===== src/rtl/sdr_mon_pkg.sv =====
// Shared command encoding, error bit positions and counter selects for the
// SDRAM command-bus monitor.
package sdr_mon_pkg;

    typedef enum logic [2:0] {
        CMD_NOP = 3'd0,
        CMD_ACT = 3'd1,
        CMD_RD  = 3'd2,
        CMD_WR  = 3'd3,
        CMD_PRE = 3'd4,
        CMD_REF = 3'd5,
        CMD_MRS = 3'd6,
        CMD_BST = 3'd7
    } cmd_e;

    localparam int ERR_CLOSED   = 0;
    localparam int ERR_ACT_OPEN = 1;
    localparam int ERR_RCD      = 2;
    localparam int ERR_RP       = 3;
    localparam int ERR_RAS      = 4;
    localparam int ERR_RFC      = 5;
    localparam int ERR_REF_OPEN = 6;
    localparam int ERR_SAT      = 7;

    localparam logic [2:0] CNT_ACT = 3'd0;
    localparam logic [2:0] CNT_RD  = 3'd1;
    localparam logic [2:0] CNT_WR  = 3'd2;
    localparam logic [2:0] CNT_PRE = 3'd3;
    localparam logic [2:0] CNT_REF = 3'd4;
    localparam logic [2:0] CNT_MRS = 3'd5;
    localparam logic [2:0] CNT_BST = 3'd6;
    localparam logic [2:0] CNT_ERR = 3'd7;

    // Clock-disabled or deselected cycles never carry a command.
    function automatic cmd_e decode_cmd(input logic cke, input logic cs_n,
                                        input logic ras_n, input logic cas_n,
                                        input logic we_n);
        if (!cke || cs_n) return CMD_NOP;
        case ({ras_n, cas_n, we_n})
            3'b011:  return CMD_ACT;
            3'b101:  return CMD_RD;
            3'b100:  return CMD_WR;
            3'b010:  return CMD_PRE;
            3'b001:  return CMD_REF;
            3'b000:  return CMD_MRS;
            3'b110:  return CMD_BST;
            default: return CMD_NOP;
        endcase
    endfunction

endpackage


===== src/rtl/sdr_bank_tracker.sv =====
// Per-bank open/closed state and tRCD/tRP/tRAS timers, flagging protocol
// violations of the command currently on the bus for this bank.
module sdr_bank_tracker
    import sdr_mon_pkg::*;
#(
    parameter int T_RCD = 3,
    parameter int T_RP  = 3,
    parameter int T_RAS = 6,
    parameter int TW    = 4
) (
    input  logic clk,
    input  logic reset,
    input  cmd_e cmd,
    input  logic bank_hit,
    input  logic pre_all,
    output logic is_open,
    output logic err_closed,
    output logic err_act_open,
    output logic err_rcd,
    output logic err_rp,
    output logic err_ras
);

    localparam logic [TW-1:0] RCD_LD = TW'(T_RCD - 1);
    localparam logic [TW-1:0] RP_LD  = TW'(T_RP - 1);
    localparam logic [TW-1:0] RAS_LD = TW'(T_RAS - 1);

    logic [TW-1:0] rcd;
    logic [TW-1:0] rp;
    logic [TW-1:0] ras;
    logic          access;
    logic          act;
    logic          pre;

    // A precharge of a closed bank is a legal no-op, so it only counts when open.
    always_comb begin
        access       = bank_hit && (cmd == CMD_RD || cmd == CMD_WR);
        act          = bank_hit && (cmd == CMD_ACT);
        pre          = (cmd == CMD_PRE) && (bank_hit || pre_all) && is_open;
        err_closed   = access && !is_open;
        err_rcd      = access && is_open && (rcd != '0);
        err_act_open = act && is_open;
        err_rp       = act && (rp != '0);
        err_ras      = pre && (ras != '0);
    end

    always_ff @(posedge clk) begin
        if (reset) begin
            is_open <= 1'b0;
            rcd     <= '0;
            rp      <= '0;
            ras     <= '0;
        end else begin
            rcd <= (rcd != '0) ? rcd - TW'(1) : rcd;
            rp  <= (rp  != '0) ? rp  - TW'(1) : rp;
            ras <= (ras != '0) ? ras - TW'(1) : ras;
            if (act) begin
                is_open <= 1'b1;
                rcd     <= RCD_LD;
                ras     <= RAS_LD;
            end else if (pre) begin
                is_open <= 1'b0;
                rp      <= RP_LD;
            end
        end
    end

endmodule


===== src/rtl/sdr_cmd_monitor.sv =====
// Passive SDRAM command-bus monitor: decodes commands, tracks banks, checks
// timing/protocol and keeps sticky error flags and saturating counters.
module sdr_cmd_monitor
    import sdr_mon_pkg::*;
#(
    parameter int NUM_BANKS = 4,
    parameter int BA_W      = $clog2(NUM_BANKS),
    parameter int SDR_AW    = 13,
    parameter int T_RCD     = 3,
    parameter int T_RP      = 3,
    parameter int T_RAS     = 6,
    parameter int T_RFC     = 8,
    parameter int TW        = 4,
    parameter int CNT_W     = 16
) (
    input  logic              sdram_clk,
    input  logic              sdram_reset,
    input  logic              mon_en,
    input  logic              sdr_cke,
    input  logic              sdr_cs_n,
    input  logic              sdr_ras_n,
    input  logic              sdr_cas_n,
    input  logic              sdr_we_n,
    input  logic [BA_W-1:0]   sdr_ba,
    input  logic [SDR_AW-1:0] sdr_addr,
    input  logic              err_clr,
    input  logic [2:0]        cnt_sel,
    output logic [CNT_W-1:0]  cnt_value,
    output logic              cmd_valid,
    output logic [2:0]        cmd_code,
    output logic [BA_W-1:0]   cmd_bank,
    output logic [SDR_AW-1:0] cmd_addr,
    output logic [NUM_BANKS-1:0] bank_open,
    output logic [7:0]        err_status,
    output logic              err_pulse
);

    localparam logic [TW-1:0] RFC_LD = TW'(T_RFC - 1);

    cmd_e                 cmd_now;
    logic                 cmd_live;
    logic [TW-1:0]        rfc;
    logic [NUM_BANKS-1:0] e_closed, e_act_open, e_rcd, e_rp, e_ras;
    logic [6:0]           err_now;
    logic [7:0]           err_full;
    logic [7:0]           inc;
    logic                 sat_hit;
    logic [CNT_W-1:0]     counters [8];

    assign cmd_now  = decode_cmd(sdr_cke, sdr_cs_n, sdr_ras_n, sdr_cas_n, sdr_we_n);
    assign cmd_live = (cmd_now != CMD_NOP);

    for (genvar g = 0; g < NUM_BANKS; g++) begin : g_bank
        sdr_bank_tracker #(
            .T_RCD (T_RCD),
            .T_RP  (T_RP),
            .T_RAS (T_RAS),
            .TW    (TW)
        ) u_bank (
            .clk          (sdram_clk),
            .reset        (sdram_reset),
            .cmd          (cmd_now),
            .bank_hit     (sdr_ba == BA_W'(g)),
            .pre_all      (sdr_addr[10]),
            .is_open      (bank_open[g]),
            .err_closed   (e_closed[g]),
            .err_act_open (e_act_open[g]),
            .err_rcd      (e_rcd[g]),
            .err_rp       (e_rp[g]),
            .err_ras      (e_ras[g])
        );
    end

    // Error-command counting looks only at protocol errors so that the
    // saturation flag cannot feed back into its own counter.
    always_comb begin
        err_now                = '0;
        err_now[ERR_CLOSED]    = |e_closed;
        err_now[ERR_ACT_OPEN]  = |e_act_open;
        err_now[ERR_RCD]       = |e_rcd;
        err_now[ERR_RP]        = |e_rp;
        err_now[ERR_RAS]       = |e_ras;
        err_now[ERR_RFC]       = cmd_live && (rfc != '0);
        err_now[ERR_REF_OPEN]  = (cmd_now == CMD_REF) && (|bank_open);
        inc = '0;
        for (int i = 0; i < 7; i++) begin
            inc[i] = mon_en && (cmd_now == cmd_e'(3'(i + 1)));
        end
        inc[CNT_ERR] = mon_en && (|err_now);
        sat_hit = 1'b0;
        for (int i = 0; i < 8; i++) begin
            sat_hit = sat_hit | (inc[i] && (&counters[i]));
        end
        err_full = {sat_hit, err_now};
    end

    assign cnt_value = counters[cnt_sel];

    always_ff @(posedge sdram_clk) begin
        if (sdram_reset) begin
            cmd_valid  <= 1'b0;
            cmd_code   <= '0;
            cmd_bank   <= '0;
            cmd_addr   <= '0;
            err_status <= '0;
            err_pulse  <= 1'b0;
            rfc        <= '0;
            for (int i = 0; i < 8; i++) counters[i] <= '0;
        end else begin
            cmd_valid  <= cmd_live;
            cmd_code   <= cmd_now;
            cmd_bank   <= sdr_ba;
            cmd_addr   <= sdr_addr;
            err_pulse  <= mon_en && (|err_full);
            err_status <= (err_clr ? 8'h00 : err_status) | (mon_en ? err_full : 8'h00);
            if (cmd_now == CMD_REF) rfc <= RFC_LD;
            else if (rfc != '0)     rfc <= rfc - TW'(1);
            for (int i = 0; i < 8; i++) begin
                if (inc[i] && !(&counters[i])) counters[i] <= counters[i] + CNT_W'(1);
            end
        end
    end

endmodule

===== config.mk =====
export PLATFORM = sky130hd
export DESIGN_NAME = sdr_cmd_monitor
export DESIGN_NICKNAME = d
export VERILOG_FILES = /design/src/rtl/sdr_mon_pkg.sv /design/src/rtl/sdr_bank_tracker.sv /design/src/rtl/sdr_cmd_monitor.sv
export SDC_FILE = /design/constraint.sdc
export NUM_CORES = 1
export LEC_CHECK = 0
export CORE_MARGIN = 1.5
export CORE_UTILIZATION = 45
export CTS_CLUSTER_SIZE = 24
export DETAILED_ROUTE_END_ITERATION = 10
export SLEW_MARGIN = 20
export SYNTH_ARGS = -nofsm -noshare
export SYNTH_HDL_FRONTEND = slang
export SYNTH_SLANG_ARGS = --single-unit
export TNS_END_PERCENT = 50

===== constraint.sdc =====
create_clock -name sdram_clk -period 6.03 [get_ports sdram_clk]
set_input_delay 0.603 -clock sdram_clk [delete_from_list [all_inputs] [get_ports sdram_clk]]
set_output_delay 0.603 -clock sdram_clk [all_outputs]
set_load 0.05 [all_outputs]

-- Yosys cells after proc, flatten, opt, wreduce, memory -nomap -nowiden
Memories as Yosys holds them, arrays and structs flattened.
Cells that the tools add are included.
- output and inout bits: 48
- bits of input ports: 27
- RAM bits: 128
- register bits: 84
- memories: 1
- word-level logic and storage cells: 300
- add/sub/neg operators: 21
- bitwise logic cells: 16
- reductions and logical operators: 136
- eq/ne operators: 16
- multiplexer cells: 78
- memories (name ; depth ; bits a word ; read ports ; clocked after Yosys merged registers in ; write ports ; RTL line ; source):
    counters ; 8 ; 16 ; 9 ; 0 ; 8 ; sdr_cmd_monitor.sv:48 ; logic [CNT_W-1:0] counters [8];
- operators with widths (operator ; count):
    16-bit by 1-bit adder with 16-bit output, second input constant ; 8
    16-bit 2-to-1 mux ; 8
    16-bit AND reduction ; 8
    1-bit logical AND ; 67
    4-bit nonzero test ; 13
    4-bit by 1-bit subtractor with 4-bit output, second input constant ; 13
    4-bit 2-to-1 mux ; 12
    3-bit 2-to-1 mux ; 12
    1-bit 2-to-1 mux ; 35
    2-bit nonzero test ; 13
    4-bit OR reduction ; 6
    23-bit OR reduction ; 1
    22-bit OR reduction ; 1
    3-bit == test, second input constant ; 7
    3-bit case mux with 7 select lines ; 1
    2-bit 2-to-1 mux ; 8
    8-bit 2-to-1 mux ; 2
    1-bit OR ; 15
    1-bit zero test ; 13
    3-bit by 2-bit == test with 1-bit output, second input constant ; 4
    2-bit OR reduction ; 5
    8-bit OR ; 1
    3-bit by 1-bit == test with 1-bit output, second input constant ; 2
    1-bit logical OR ; 6
    other kinds (5) ; 6

-- Longest topological paths before layout
- word-level depth: 16
- depth in mapped cells: 9
- gate-level depth less buffers: 8

-- Cells and area by module
From an unflattened synthesis, not the netlist that was laid out.
- cell total of the unflattened synthesis: 1109
- area, all modules: 11806.3 sq um
- modules (own cells, without submodules) (module ; area an instance (sq um) ; cells each ; seq. area each (sq um) ; instances):
    sdr_cmd_monitor ; 8958.6 ; 805 ; 4484.3 ; 1
    sdr_bank_tracker ; 711.9 ; 76 ; 260.2 ; 4

-- Least setup slack after synthesis
Ideal clock, no wire load.
- kind: input -> register
- start: in sdr_ras_n
- end: mem counters[7][0], enable pin
- required time: 5.638 ns
- library setup time: 0.392 ns
- path buffers: 1
- stages on the path: 5
- slack: 3.273 ns
- arrival: 2.364 ns
- cell sequence: buf_6 -> nand4bb_2 -> o311ai_1 -> nor4b_4 -> o21bai_1
- RTL lines (what ; RTL line ; source):
    start: declaration ; sdr_cmd_monitor.sv:21 ; input logic sdr_ras_n,
    end: declaration ; sdr_cmd_monitor.sv:48 ;

-- Worst setup path after layout
- start: in cnt_sel[0]
- end: out cnt_value[7]
- cells in the longest elaborated chain, start to end: 1
- ends and longest elaborated chain (what ; RTL line ; source):
    start: declaration ; sdr_cmd_monitor.sv:27 ; input logic [2:0] cnt_sel,
    memory read 8 x 16 bit ; - ;
    end: declaration ; sdr_cmd_monitor.sv:28 ; output logic [CNT_W-1:0] cnt_value,
No other way between the ends.

==> results_dict.tcl <==
set metrics [dict create \
    async_flop_share 0 \
    drt-initial-drc-count 807 \
    p_leak_uw 0.00453 \
    cts_sinks 212 \
    reg2reg_slack_ns 3.19 \
    final_nets 1200 \
    worst-endpoint-required_ns 5.43 \
    numCtsBuffers 24 \
    postCtsSetupBuffers 0 \
    end_kind "primary output" \
    ys.flop_type "edfxtp_1" \
    dieArea_um2 26500 \
    path_depth 5 \
    synth.distinct_cells 67 \
    yosysWarnings 0 \
    placementRows 58 \
    postSynthCellCount 1092 \
    die_x_um 163 \
    crit_fanout 18 \
    synth_edf_count 128 \
    crit_slowest_cell "clkdlybuf4s50_1" \
    cp_cell_sequence "clkdlybuf4s50_1 -> buf_4 -> mux4_2 -> mux2_2 -> clkdlybuf4s50_1" \
    critPathKind "in -> out" \
    seq_area_frac_synth 0.482 \
    vdd_drop_max_mv 0.218 \
    cts_resized 0 \
    clock_skew_ns 0.0245 \
    worstReg2RegEnd "counters[5][6]" \
    wl_per_cell_um 19.2 \
    start_kind "primary input" \
    finalSetupViolations 0 \
    finalWirelength_um 28800 \
    core_um2 25100 \
    viasPerCell 5.61 \
    syn_to_final_growth_pct 14.5 \
    io_pins 75 \
    hold_viol 0 \
    die_height_um 163 \
    slew_headroom 0.299 \
    maxCapViolCount 0 \
    cp_slowest_stage_delay_ns 1.11 \
    endpoint "cnt_value[7]" \
    final_antenna_net_count 0 \
    clock.fmax_mhz 244 \
    grt_max_degree 69 \
    fin_util 0.523 \
    grt_overflow_total 0 \
    synth_nets 1136 \
    arrival_ns 3.50 \
    cpMostUsedCell "clkdlybuf4s50_1" \
    r2r_cells 6 \
    critPathLaunch "cnt_sel[0]" \
    reg2reg_from "counters[5][0]" \
    tightest_slew_ns 1.05 \
    crit_family "buffers and inverters" \
    drv_slew 0 \
    num_antenna_cells 0 \
    netlist_area_um2 11500 \
    cts_tree "done" \
    clk_path_buf_depth 3 \
    setup_tns_ns 0 \
    gp_congestion 0.926 \
    grtUsageTotal 0.220 \
    synth-seq-cells 212 \
    h-tree-depth 1 \
    dp_hpwl_um 21100 \
    via_count 8427 \
    ctsHoldBuffers 0 \
    initial_core_util 0.457 \
    pwr_density_cell_nw_per_um2 313 \
    final.min_clock_period_ns 4.11 \
    hold_class "reg -> reg" \
    grt_first_pass_wirelength_um 45000 \
    drtPass1Iterations 5 \
    min_period_over_period 0.681 \
    port_buffers 74 \
    cts_root_buffer "clkbuf_16" \
    drive_above_1_share 0.106 \
    critPathBufInv 3 \
    grt_antenna_before_repair 0 \
    avgSynthCellArea_um2 10.5 \
    min_from "err_status[1]" \
    rsz0062_at_grt "false" \
    clock_latency_ns 0.53 \
    drc 0 \
    path_clk_slew_ns 0.06 \
    status "finished clean" \
    grt_pass1_vias 7855 \
]
power breakdown:
| group | switching [uW] | total, uW | internal, uW |
|---|---|---|---|
| clock | 585 | 1370 | 784 |
| combinational | 469 | 885 | 416 |
| sequential | 160 | 1860 | 1700 |
worst min-delay path, cell delays in order (launching register included):
cell and delay [ns]:
dfxtp_1 0.31, nand2_1 0.07, a21oi_1 0.05
cell usage in the layout, fill, tap and decap left out, types with 10 or more instances in the layout:
cell type and count:
nand2_1 67, nand4_1 32, nor4_1 11, nor2b_1 22, xor2_1 66, nand2b_1 11, xnor2_1 62, and3_1 31
o21ai_0 17, dfxtp_1 84, or3_1 10, clkbuf_16 25, nor2_1 185, mux2_2 22, clkbuf_1 10, mux4_2 32
nand3_1 40, nor3_1 24, ha_1 17, clkdlybuf4s50_1 72, a21oi_1 39, inv_1 30, edfxtp_1 128
registers in the layout, summed over array words and instances (netlist names):
| register | count |
|---|---|
| rfc | 4 |
| cmd_bank | 2 |
| err_status | 8 |
| g_bank.u_bank.rcd | 16 |
| cmd_addr | 13 |
| g_bank.u_bank.ras | 16 |
| err_pulse | 1 |
| cmd_code | 3 |
| g_bank.u_bank.is_open | 4 |
| g_bank.u_bank.rp | 16 |
| cmd_valid | 1 |
| counters | 128 |
synthesized netlist by cell type (all sizes together) (4+ instances only):
cell    instances  area share
nor2          195       0.069
edfxtp        128        0.34
dfxtp          84        0.15
nand2          69       0.023
xor2           66       0.050
xnor2          62       0.047
nand3          41       0.018
a21oi          39       0.017
mux4           32       0.063
nand4          32       0.017
and3           31       0.017
inv            31       0.010
nor3           24       0.010
buf            23       0.015
mux2           22       0.022
nor2b          22       0.012
clkbuf         19      0.0062
o21ai          19      0.0086
ha             17       0.019
nor4           13      0.0082
nand2b         11      0.0060
or3            10      0.0055
and4            9      0.0071
nand3b          9      0.0059
and2            8      0.0044
or3b            8      0.0061
nor3b           7      0.0046
a22oi           6      0.0039
a31oi           6      0.0038
a211oi          5      0.0033
o31ai           5      0.0033
a21o            4      0.0026
or2             4      0.0022
how the worst min path moves through the flow:
stage | slack, ns | to | depth (start not counted)
after floorplan | 0.46 | g_bank[0].u_bank.rcd[3] | 2
after global placement | 0.46 | err_status[7] | 2
after detailed placement | 0.47 | err_status[1] | 2
after CTS | 0.48 | err_status[1] | 2
after global routing | 0.52 | g_bank[3].u_bank.ras[1] | 2
final | 0.48 | err_status[1] | 2
layer usage:
layer,track usage,share of wire,up-vias
met1,0.318,0.46,4102
met5,0,0,-
li1,-,-,4052
met3,0.0349,0.054,56
met2,0.337,0.45,217
met4,0.0755,0.031,0
layout make-up:
type,instances,area (um2)
sequential,212,5530
fill,2317,12000
timing repair buffer,80,778
clock buffer,37,691
inverter,31,116
multi-input combinational,807,5590
tap,330,413
clock inverter,6,28.8
cell families (layout without fill, tap and decap cells):
logic type / count (synthesis) / count (layout) / synth area share
flops: 212 / 212 / 0.482
fa+ha+maj: 17 / 17 / 0.0185
buf+inv: 73 / 154 / 0.0313
mux: 57 / 57 / 0.0871
compound gates: 102 / 102 / 0.0554
simple gates: 503 / 503 / 0.228
xor+xnor: 128 / 128 / 0.0977
stage by stage:
stage               setup slack, ns  instance area (um2)  instances  hold slack, ns  total power (uW)
finish                         1.92                13100       1503           0.478              4110
global route                   1.84                13100       1503           0.523              4320
CTS                            1.96                13100       1503           0.479              4150
detailed placement             1.97                12400       1460           0.470              2770
global placement               2.01                12400       1460           0.460              2750
floorplan                      3.27                11500       1092           0.457              2540
Power figures use the tool's default switching activity.
